==> src/rtl/ddr5_pkg.sv <==
`default_nettype none
// ============================================================================
// Module : ddr5_pkg
// Brief  : Shared types and default timings for the DDR5 command responder.
// Rev    : 1.0
// ============================================================================
package ddr5_pkg;

    localparam int NUM_BANKS = 32;
    localparam int DEF_T_RCD = 39;
    localparam int DEF_T_RP  = 39;
    localparam int DEF_T_CL  = 40;
    localparam int DEF_T_CWL = 38;

    typedef enum logic [2:0] {
        CMD_NOP  = 3'd0,
        CMD_ACT0 = 3'd1,
        CMD_ACT1 = 3'd2,
        CMD_RD   = 3'd3,
        CMD_WR   = 3'd4,
        CMD_PRE  = 3'd5
    } cmd_e;

    typedef enum logic [2:0] {
        BS_IDLE     = 3'd0,
        BS_ACT_HALF = 3'd1,
        BS_OPENING  = 3'd2,
        BS_ACTIVE   = 3'd3,
        BS_CLOSING  = 3'd4
    } bank_state_e;

    typedef enum logic [2:0] {
        ERR_NONE       = 3'd0,
        ERR_ACT_BUSY   = 3'd1,
        ERR_ACT_SEQ    = 3'd2,
        ERR_COL_CLOSED = 3'd3,
        ERR_COL_EARLY  = 3'd4,
        ERR_PRE_BUSY   = 3'd5
    } err_e;

    typedef struct packed {
        logic [2:0]  bg;
        logic [1:0]  bank;
        logic [15:0] row;
        logic [10:0] col;
    } bank_addr_t;

    // Per-bank legality summary; anything neither idle, active nor early is closing.
    typedef struct packed {
        logic idle;
        logic active;
        logic col_early;
    } bank_legal_t;

    typedef struct packed {
        logic       valid;
        bank_addr_t addr;
    } rd_entry_t;

endpackage
`default_nettype wire

==> src/rtl/ddr5_bank_fsm.sv <==
`default_nettype none
// ============================================================================
// Module : ddr5_bank_fsm
// Brief  : One DRAM bank: state, activate/precharge timer and open row.
// Rev    : 1.0
// ============================================================================
module ddr5_bank_fsm
    import ddr5_pkg::*;
#(
    parameter int T_RCD = DEF_T_RCD,
    parameter int T_RP  = DEF_T_RP
) (
    input  logic        clk,
    input  logic        rst_n,
    input  logic        i_act0,
    input  logic        i_act1,
    input  logic        i_pre,
    input  logic [15:0] i_row,
    output bank_legal_t o_legal,
    output logic [15:0] o_open_row
);

    localparam logic [2:0] ST_IDLE     = BS_IDLE;
    localparam logic [2:0] ST_ACT_HALF = BS_ACT_HALF;
    localparam logic [2:0] ST_OPENING  = BS_OPENING;
    localparam logic [2:0] ST_ACTIVE   = BS_ACTIVE;
    localparam logic [2:0] ST_CLOSING  = BS_CLOSING;

    // Leaving on count 1 makes the bank usable exactly T cycles after the command.
    localparam logic [6:0] c_RCD_LOAD = 7'(T_RCD - 1);
    localparam logic [6:0] c_RP_LOAD  = 7'(T_RP - 1);

    logic [2:0]  r_state;
    logic [6:0]  r_cnt;
    logic [15:0] r_open_row;

    always_ff @(posedge clk or negedge rst_n) begin
        if (!rst_n) begin
            r_state    <= ST_IDLE;
            r_cnt      <= 7'd0;
            r_open_row <= 16'd0;
        end else begin
            case (r_state)
                ST_IDLE: begin
                    if (i_act0) begin
                        r_state    <= ST_ACT_HALF;
                        r_open_row <= i_row;
                    end
                end
                ST_ACT_HALF: begin
                    if (i_act1) begin
                        r_state <= ST_OPENING;
                        r_cnt   <= c_RCD_LOAD;
                    end else begin
                        r_state <= ST_IDLE;
                    end
                end
                ST_OPENING: begin
                    if (r_cnt <= 7'd1) begin
                        r_state <= ST_ACTIVE;
                        r_cnt   <= 7'd0;
                    end else begin
                        r_cnt <= r_cnt - 7'd1;
                    end
                end
                ST_ACTIVE: begin
                    if (i_pre) begin
                        r_state <= ST_CLOSING;
                        r_cnt   <= c_RP_LOAD;
                    end
                end
                ST_CLOSING: begin
                    if (r_cnt <= 7'd1) begin
                        r_state <= ST_IDLE;
                        r_cnt   <= 7'd0;
                    end else begin
                        r_cnt <= r_cnt - 7'd1;
                    end
                end
                default: r_state <= ST_IDLE;
            endcase
        end
    end

    assign o_legal.idle      = (r_state == ST_IDLE);
    assign o_legal.active    = (r_state == ST_ACTIVE);
    assign o_legal.col_early = (r_state == ST_ACT_HALF) || (r_state == ST_OPENING);
    assign o_open_row        = r_open_row;

endmodule
`default_nettype wire

==> src/rtl/ddr5_cmd_responder.sv <==
`default_nettype none
// ============================================================================
// Module : ddr5_cmd_responder
// Brief  : Decodes the scheduler command stream, checks it, returns completions.
// Rev    : 1.0
// ============================================================================
module ddr5_cmd_responder
    import ddr5_pkg::*;
#(
    parameter int CHANNEL_ID = 0,
    parameter int T_RCD      = DEF_T_RCD,
    parameter int T_RP       = DEF_T_RP,
    parameter int T_CL       = DEF_T_CL,
    parameter int T_CWL      = DEF_T_CWL
) (
    input  logic        clk,
    input  logic        rst_n,
    input  logic        i_cmd_valid,
    input  logic [2:0]  i_cmd,
    input  logic        i_cmd_channel,
    input  logic [2:0]  i_cmd_bg,
    input  logic [1:0]  i_cmd_bank,
    input  logic [15:0] i_cmd_row,
    input  logic [10:0] i_cmd_col,
    output logic        o_rd_valid,
    output logic [2:0]  o_rd_bg,
    output logic [1:0]  o_rd_bank,
    output logic [15:0] o_rd_row,
    output logic [10:0] o_rd_col,
    output logic        o_wr_ack,
    output logic        o_err_valid,
    output logic [2:0]  o_err_code
);

    bank_legal_t w_legal    [NUM_BANKS];
    logic [15:0] w_open_row [NUM_BANKS];
    logic [4:0]  w_idx;
    bank_legal_t w_sel;
    logic        w_live;
    err_e        w_err;
    logic        w_do_act0, w_do_act1, w_do_pre, w_do_rd, w_do_wr;
    rd_entry_t   w_rd_new;

    logic             r_half_valid;
    logic [4:0]       r_half_idx;
    rd_entry_t        r_rd_pipe [T_CL];
    logic [T_CWL-1:0] r_wr_pipe;
    logic             r_err_valid;
    err_e             r_err_code;

    assign w_idx  = {i_cmd_bg, i_cmd_bank};
    assign w_sel  = w_legal[w_idx];
    assign w_live = i_cmd_valid && (i_cmd_channel == 1'(CHANNEL_ID))
                 && (i_cmd >= CMD_ACT0) && (i_cmd <= CMD_PRE);

    // The cycle after an accepted ACT0 only admits the matching ACT1.
    always_comb begin
        w_err     = ERR_NONE;
        w_do_act0 = 1'b0;
        w_do_act1 = 1'b0;
        w_do_pre  = 1'b0;
        w_do_rd   = 1'b0;
        w_do_wr   = 1'b0;
        w_rd_new  = '0;
        if (w_live) begin
            if (r_half_valid && !((i_cmd == CMD_ACT1) && (w_idx == r_half_idx))) begin
                w_err = ERR_ACT_SEQ;
            end else begin
                case (i_cmd)
                    CMD_ACT0: if (w_sel.idle) w_do_act0 = 1'b1; else w_err = ERR_ACT_BUSY;
                    CMD_ACT1: if (r_half_valid) w_do_act1 = 1'b1; else w_err = ERR_ACT_SEQ;
                    CMD_RD, CMD_WR: begin
                        if (w_sel.active) begin
                            w_do_rd = (i_cmd == CMD_RD);
                            w_do_wr = (i_cmd == CMD_WR);
                        end else if (w_sel.col_early) begin
                            w_err = ERR_COL_EARLY;
                        end else begin
                            w_err = ERR_COL_CLOSED;
                        end
                    end
                    CMD_PRE: begin
                        if (w_sel.active)    w_do_pre = 1'b1;
                        else if (!w_sel.idle) w_err   = ERR_PRE_BUSY;
                    end
                    default: ;
                endcase
            end
        end
        if (w_do_rd) begin
            w_rd_new.valid     = 1'b1;
            w_rd_new.addr.bg   = i_cmd_bg;
            w_rd_new.addr.bank = i_cmd_bank;
            w_rd_new.addr.row  = w_open_row[w_idx];
            w_rd_new.addr.col  = i_cmd_col;
        end
    end

    for (genvar gi = 0; gi < NUM_BANKS; gi++) begin : g_bank
        ddr5_bank_fsm #(
            .T_RCD (T_RCD),
            .T_RP  (T_RP)
        ) u_bank (
            .clk        (clk),
            .rst_n      (rst_n),
            .i_act0     (w_do_act0 && (w_idx == 5'(gi))),
            .i_act1     (w_do_act1 && (w_idx == 5'(gi))),
            .i_pre      (w_do_pre  && (w_idx == 5'(gi))),
            .i_row      (i_cmd_row),
            .o_legal    (w_legal[gi]),
            .o_open_row (w_open_row[gi])
        );
    end

    always_ff @(posedge clk or negedge rst_n) begin
        if (!rst_n) begin
            r_half_valid <= 1'b0;
            r_half_idx   <= 5'd0;
            r_err_valid  <= 1'b0;
            r_err_code   <= ERR_NONE;
            r_wr_pipe    <= '0;
            for (int k = 0; k < T_CL; k++) r_rd_pipe[k] <= '0;
        end else begin
            r_half_valid <= w_do_act0;
            r_half_idx   <= w_idx;
            r_err_valid  <= (w_err != ERR_NONE);
            r_err_code   <= w_err;
            r_wr_pipe    <= {r_wr_pipe[T_CWL-2:0], w_do_wr};
            r_rd_pipe[0] <= w_rd_new;
            for (int k = 1; k < T_CL; k++) r_rd_pipe[k] <= r_rd_pipe[k-1];
        end
    end

    assign o_rd_valid  = r_rd_pipe[T_CL-1].valid;
    assign o_rd_bg     = r_rd_pipe[T_CL-1].addr.bg;
    assign o_rd_bank   = r_rd_pipe[T_CL-1].addr.bank;
    assign o_rd_row    = r_rd_pipe[T_CL-1].addr.row;
    assign o_rd_col    = r_rd_pipe[T_CL-1].addr.col;
    assign o_wr_ack    = r_wr_pipe[T_CWL-1];
    assign o_err_valid = r_err_valid;
    assign o_err_code  = r_err_code;

endmodule
`default_nettype wire

==> config.mk <==
export PLATFORM = sky130hd
export DESIGN_NAME = ddr5_cmd_responder
export DESIGN_NICKNAME = d
export VERILOG_FILES = /design/src/rtl/ddr5_pkg.sv /design/src/rtl/ddr5_bank_fsm.sv /design/src/rtl/ddr5_cmd_responder.sv
export SDC_FILE = /design/constraint.sdc
export NUM_CORES = 2
export LEC_CHECK = 0
export ABC_AREA = 1
export CAP_MARGIN = 20
export CORE_MARGIN = 4
export CORE_UTILIZATION = 25
export DETAILED_ROUTE_END_ITERATION = 12
export SKIP_CTS_REPAIR_TIMING = 1
export SLEW_MARGIN = 20
export SYNTH_ARGS = -nofsm -noshare
export SYNTH_HDL_FRONTEND = slang
export SYNTH_SLANG_ARGS = --single-unit
export TNS_END_PERCENT = 10
==> constraint.sdc <==
create_clock -name clk -period 2.9 [get_ports clk]
set_clock_uncertainty 0.1 [all_clocks]
set_input_delay 0.87 -clock clk [delete_from_list [all_inputs] [get_ports clk]]
set_output_delay 0.87 -clock clk [all_outputs]
set_load 0.005 [all_outputs]
# Word-level counts from Yosys, hierarchy flattened
# Cells that the tools add are included.
# op_classes
n_bitwise,2
div_mod_pow,0
eq_ne,325
order_cmp,35
multipliers,0
shifts,0
n_addsub,32
n_reduce_logical,329
n_mux,356
# op_table
op,count
$mux W7,96
$pmux W7 S3,32
$pmux W3 S5,32
$mux W3,136
$ne A2 B1 Y1 const B,160
$le A7 B1 Y1 const B,32
$sub A7 B1 Y7 const B,32
$eq A3 B2 Y1 const B,66
$reduce_and A4 Y1,32
$eq A3 B3 Y1 const B,34
$logic_and A1 B1 Y1,101
$eq A3 B1 Y1 const B,33
$reduce_bool A3 Y1,33
$logic_not A3 Y1,32
$reduce_and A3 Y1,32
$bmux W16 S5,1
$eq A5 B5 Y1 const B,16
$mux W2,33
$reduce_or A2 Y1,33
$reduce_and A2 Y1,32
$eq A5 B4 Y1 const B,8
$mux W33,1
$logic_or A1 B1 Y1,32
$mux W16,2
14 further kinds,38
# totals
latchBits,0
mem_count,0
reg_bits,2200
out_inout_bits,38
romBits,0
ram_bits,0
input_bits,39

# Depth between registers and ports, before layout
# depth
ltp_word,12
mapped_depth,18
ltp_nobuf,16

# Cells and area by module
# A second synthesis with hierarchy kept.
# hier_totals
cells_unflattened,8077
hier_area_um2,82857.0
# modules_own_cells
module,instances,cells_per_inst,area_each_um2
ddr5_cmd_responder,1,2606,40457.6
ddr5_bank_fsm at g_bank[0].u_bank ...,17,171,1327.5
ddr5_bank_fsm at g_bank[26].u_bank ...,14,171,1321.3
ddr5_bank_fsm at g_bank[25].u_bank,1,170,1333.8

# Worst setup path before layout
# No wires, ideal clock.
# synth_timing
kind,input -> register
from,input port i_cmd_bg[1]
to,register g_bank[20].u_bank.r_open_row[10]
setup_ps,116
setup_slack_ps,167
arrival_ps,2517
cell_stages,18
path_cell_list,buf_6 -> inv_2 -> nor2_4 -> buf_6 -> nand2_1 -> nor2_1 -> nor2_1 -> nand3_1 -> nor2_2 -> nand2_8 -> nand2_8 -> inv_8 -> buf_12 -> nand3_4 -> inv_4 -> buf_12 -> nand2_2 -> nand2_1
# synth_between
elab_chain_cells,10
word_cells_on_any_way,15
cone_classes,eq/ne: 2; mux: 7; bitwise: 1; reduce/logical: 5
# synth_rtl
element,line_no,rtl
start: declaration,ddr5_cmd_responder.sv:21,"input logic [2:0] i_cmd_bg,"
$not A5 Y6 (not written as such),ddr5_cmd_responder.sv:52,assign w_sel = w_legal[w_idx];
$bmux W3 S5,ddr5_cmd_responder.sv:52,
$mux W3 (not written as such) (2 in series),ddr5_cmd_responder.sv:52,
$mux W1,ddr5_cmd_responder.sv:70,CMD_ACT0: if (w_sel.idle) w_do_act0 = 1'b1; else w_err = ERR_ACT_BUSY;
$mux W1,ddr5_cmd_responder.sv:69,case (i_cmd)
$mux W1,ddr5_cmd_responder.sv:66,if (r_half_valid && !((i_cmd == CMD_ACT1) && (w_idx == r_half_idx))) begin
$mux W1,ddr5_cmd_responder.sv:65,if (w_live) begin
$logic_and A1 B1 Y1 (*),ddr5_cmd_responder.sv:106,".i_act0 (w_do_act0 && (w_idx == 5'(gi))),"
$reduce_and A2 Y1 (no source line) (*),n/a,
end signal: assignment,ddr5_bank_fsm.sv:47,r_open_row <= i_row;
end: declaration,ddr5_bank_fsm.sv:35,logic [15:0] r_open_row;
# Mark *: on every way between the ends. The rest lies on a longest branch, timed or not. The select of a mux whose other input is x is not followed.
# A chain may end at the register's enable or synchronous reset.

==> reports/results.tsv <==
stage	metric	value	unit
run_status	status	completed	
die	die_x	570	um
routing	top_layer	met4	
setup_path	cp.required	3530	ps
cells_and_area	design_area	0.0964	mm^2
setup_path	critPathLaunch	i_cmd_bank[1]	
routing	viasPerCell	4.20	
clocking	clock-sinks	2200	
timing	fmax	349	MHz
flow_run	maxCapViolCount	0	
pwr	clkPwrFrac	47.3	%
clocking	htree_levels	4	
place	post_dp_cell_area	0.0886	mm^2
global_routing	overflow	0	
setup_path	r2r_cells	13	
pwr	power-per-cell-area	653	mW/mm^2
synth	synthFlopType	dfrtp_1	
timing	hold_violations	0	
synth	syn_inst	7272	
routing	first_pass_iters	5	
global_routing	grt_antenna_before_repair	2	
pwr	p_switching	0.0138	W
die	core_area	0.315	mm^2
cells_and_area	final_nets	7970	
setup_path	r2r-start	g_bank[21].u_bank.r_state[2]$_DFFE_PN0P_	
synth	synth_area_leaders	dfrtp_1 70%, nand2_1 11%, inv_1 2.6%	
die	chipHeight	570	um
pwr	power	0.0629	W
setup_path	critPathCaptureType	register	
synth	synth-seq-area-share	69.6	%
clocking	clkLatencyLatePin	890	ps
clocking	cts_tree	yes	
global_routing	grt_max_degree	139	
routing	wl_met2	80400	um
pwr	switching_share	21.9	%
synth	yosys.area.top_type	dfrtp_1	
die	die-area	0.325	mm^2
synth	synth.distinct_cells	50	
setup_path	worst-setup-path-type	input pin to register	
cells_and_area	fin_util	30.6	%
routing	ant_nets	0	
pwr	irDropWorstVdd	0.524	mV
routing	drtIter0Drc	3853	
setup_path	crit_fanout	35	
synth	synth_top_area_share	69.6	%
cells_and_area	final_cell_mix	2335 x nand2_1, 2200 x dfrtp_1, 552 x inv_1	
cells_and_area	syn_to_final_growth	22.0	%
setup_path	crit_arrival	3490	ps
routing	routed_wl	179000	um
routing	vias	51229	
synth	yosysWarnings	0	
timing	period_needed	2860	ps
synth	syn_avg_cell_area	10.9	um^2
place	portBuffers	76	
timing	drv_slew	0	
global_routing	grt_pass1_vias	50249	
global_routing	grt_use_total	10.9	%
pwr	leakagePower	50.6	nW
die	initial_core_util	25.1	%
pwr	p_seq_share	49.1	%
place	gp_congestion	0.857	
timing	hold_slack	163	ps
clocking	tritoncts.num_buffers	228	
pwr	intPower	0.0492	W
setup_path	worst_setup_path_start_kind	input pin	
timing	setup_violations	0	
synth	synthesis.area	0.0790	mm^2
worst_hold_path	holdPathStages	0	
cells_and_area	drive_above_1_share	13.8	%
routing	wl_met3	10600	um
timing	tightest_slew	718	ps
timing	post-route-period-util	98.7	%
routing	wl_met1	82100	um
synth	async_flop_share	100	%
synth	synth_edf_count	0	
cells_and_area	mostFrequentLayoutCell	nand2_1	
synth	syn-num-nets	7375	
pwr	comb_power_share	3.7	%
timing	slew_headroom	51.8	%
worst_hold_path	min_from	r_rd_pipe[184]$_DFF_PN0_	
synth	ys_ff_latch	2200	
routing	drc	0	
clocking	clock-root-buffer	clkbuf_16	
die	io_pins	77	
routing	wire_per_inst	14.7	um
clocking	clkTransAtPathRegs	60	ps
place	hpwlAfterDp	116000	um
worst_hold_path	hp-class	register to register	
die	rows	206	
global_routing	grt_pass1_wl	287000	um
clocking	clockBufferDepth	4	
==> flip-flops by register name (all words and copies together) (netlist names) <==
signal	count
o_rd_bank	2
r_wr_pipe	38
o_err_code	3
g_bank.u_bank.r_cnt	224
r_half_valid	1
o_rd_bg	3
o_rd_valid	1
r_rd_pipe	1287
o_err_valid	1
o_rd_col	11
g_bank.u_bank.o_open_row	512
r_half_idx	5
g_bank.u_bank.r_state	96
o_rd_row	16
==> critical path, stage by stage <==
cell and delay [ps]:
clkdlybuf4s50_1 450, buf_12 180, nand2_8 70, buf_4 230, buf_12 260, buf_4 200, o22ai_1 70, o21ai_0 340
buf_4 180, nand4_1 80, nand2_1 70, nand2_1 160, nor2_1 260
==> cells by family (layout without fill, tap and decap cells) <==
group	Yosys count	in the layout	synth area share [%]
simple gates	3298	3299	17.7
other cells	0	1	0
compound gates	730	730	5.42
flops	2200	2200	69.6
buf+inv	849	1622	4.81
xor+xnor	131	131	1.45
fa+ha+maj	64	64	1.01
==> routing by layer <==
layer,GRT usage [%],vias up
met3,1.86,310
met1,15.4,25331
met2,16.9,1353
li1,-,24235
met4,3.73,0
met5,0,-
==> cell usage after synthesis, drive strengths merged (3+ instances only) <==
cell type,number
a22oi,4
buf,178
clkbuf,75
o221ai,4
o211ai,24
inv,595
o31ai,32
xnor2,37
dfrtp,2200
nand2,2405
a41oi,13
nor3,78
o21ai,212
a221oi,3
xor2,94
ha,64
nand3,285
o21bai,32
nand4,98
o22ai,248
nor2,425
or2,4
a21oi,153
==> per-stage QoR <==
| step | setup slack, ps | std cells | TNS (ps) |
|---|---|---|---|
| finish | 37.9 | 12207 | 0 |
| global route | -5.70 | 12207 | -7.89 |
| CTS | 70.9 | 12201 | 0 |
| detailed placement | -805 | 11792 | -593040 |
| global placement | -824 | 11792 | -603760 |
| floorplan | 167 | 7272 | 0 |
==> path summary, 6_finish.rpt <==
check	end	slack (ps)
setup reg to reg	g_bank[24].u_bank.r_state[1]$_DFFE_PN0P_	120
setup / recovery	r_rd_pipe[1313]$_DFF_PN0_	40
hold reg to reg	r_rd_pipe[151]$_DFF_PN0_	160
max in group asynchronous	r_rd_pipe[544]$_DFF_PN0_	1100
hold / removal	r_rd_pipe[151]$_DFF_PN0_	160
min in group asynchronous	r_rd_pipe[280]$_DFF_PN0_	470
==> cell type report <==
type / count / area, um^2
fill: 31909 / 219000
clock buffer: 312 / 6490
timing repair buffer: 617 / 5920
inverter: 596 / 2280
antenna: 1 / 2.50
tap: 4160 / 5200
sequential: 2200 / 55100
clock inverter: 97 / 1230
multi-input combinational: 4224 / 20300
==> power by group through the flow <==
stage / Combinational (W) / Clock, W / Sequential, W
6_report: 0.00231 / 0.0298 / 0.0309
5_1_grt: 0.00253 / 0.0321 / 0.0309
4_1_cts: 0.00233 / 0.0308 / 0.0309
3_5_place_dp: 0.00232 / 0 / 0.0314
3_3_place_gp: 0.00231 / 0 / 0.0314
2_1_floorplan: 0.000714 / 0 / 0.0314
(Power assumes the default switching activity.)
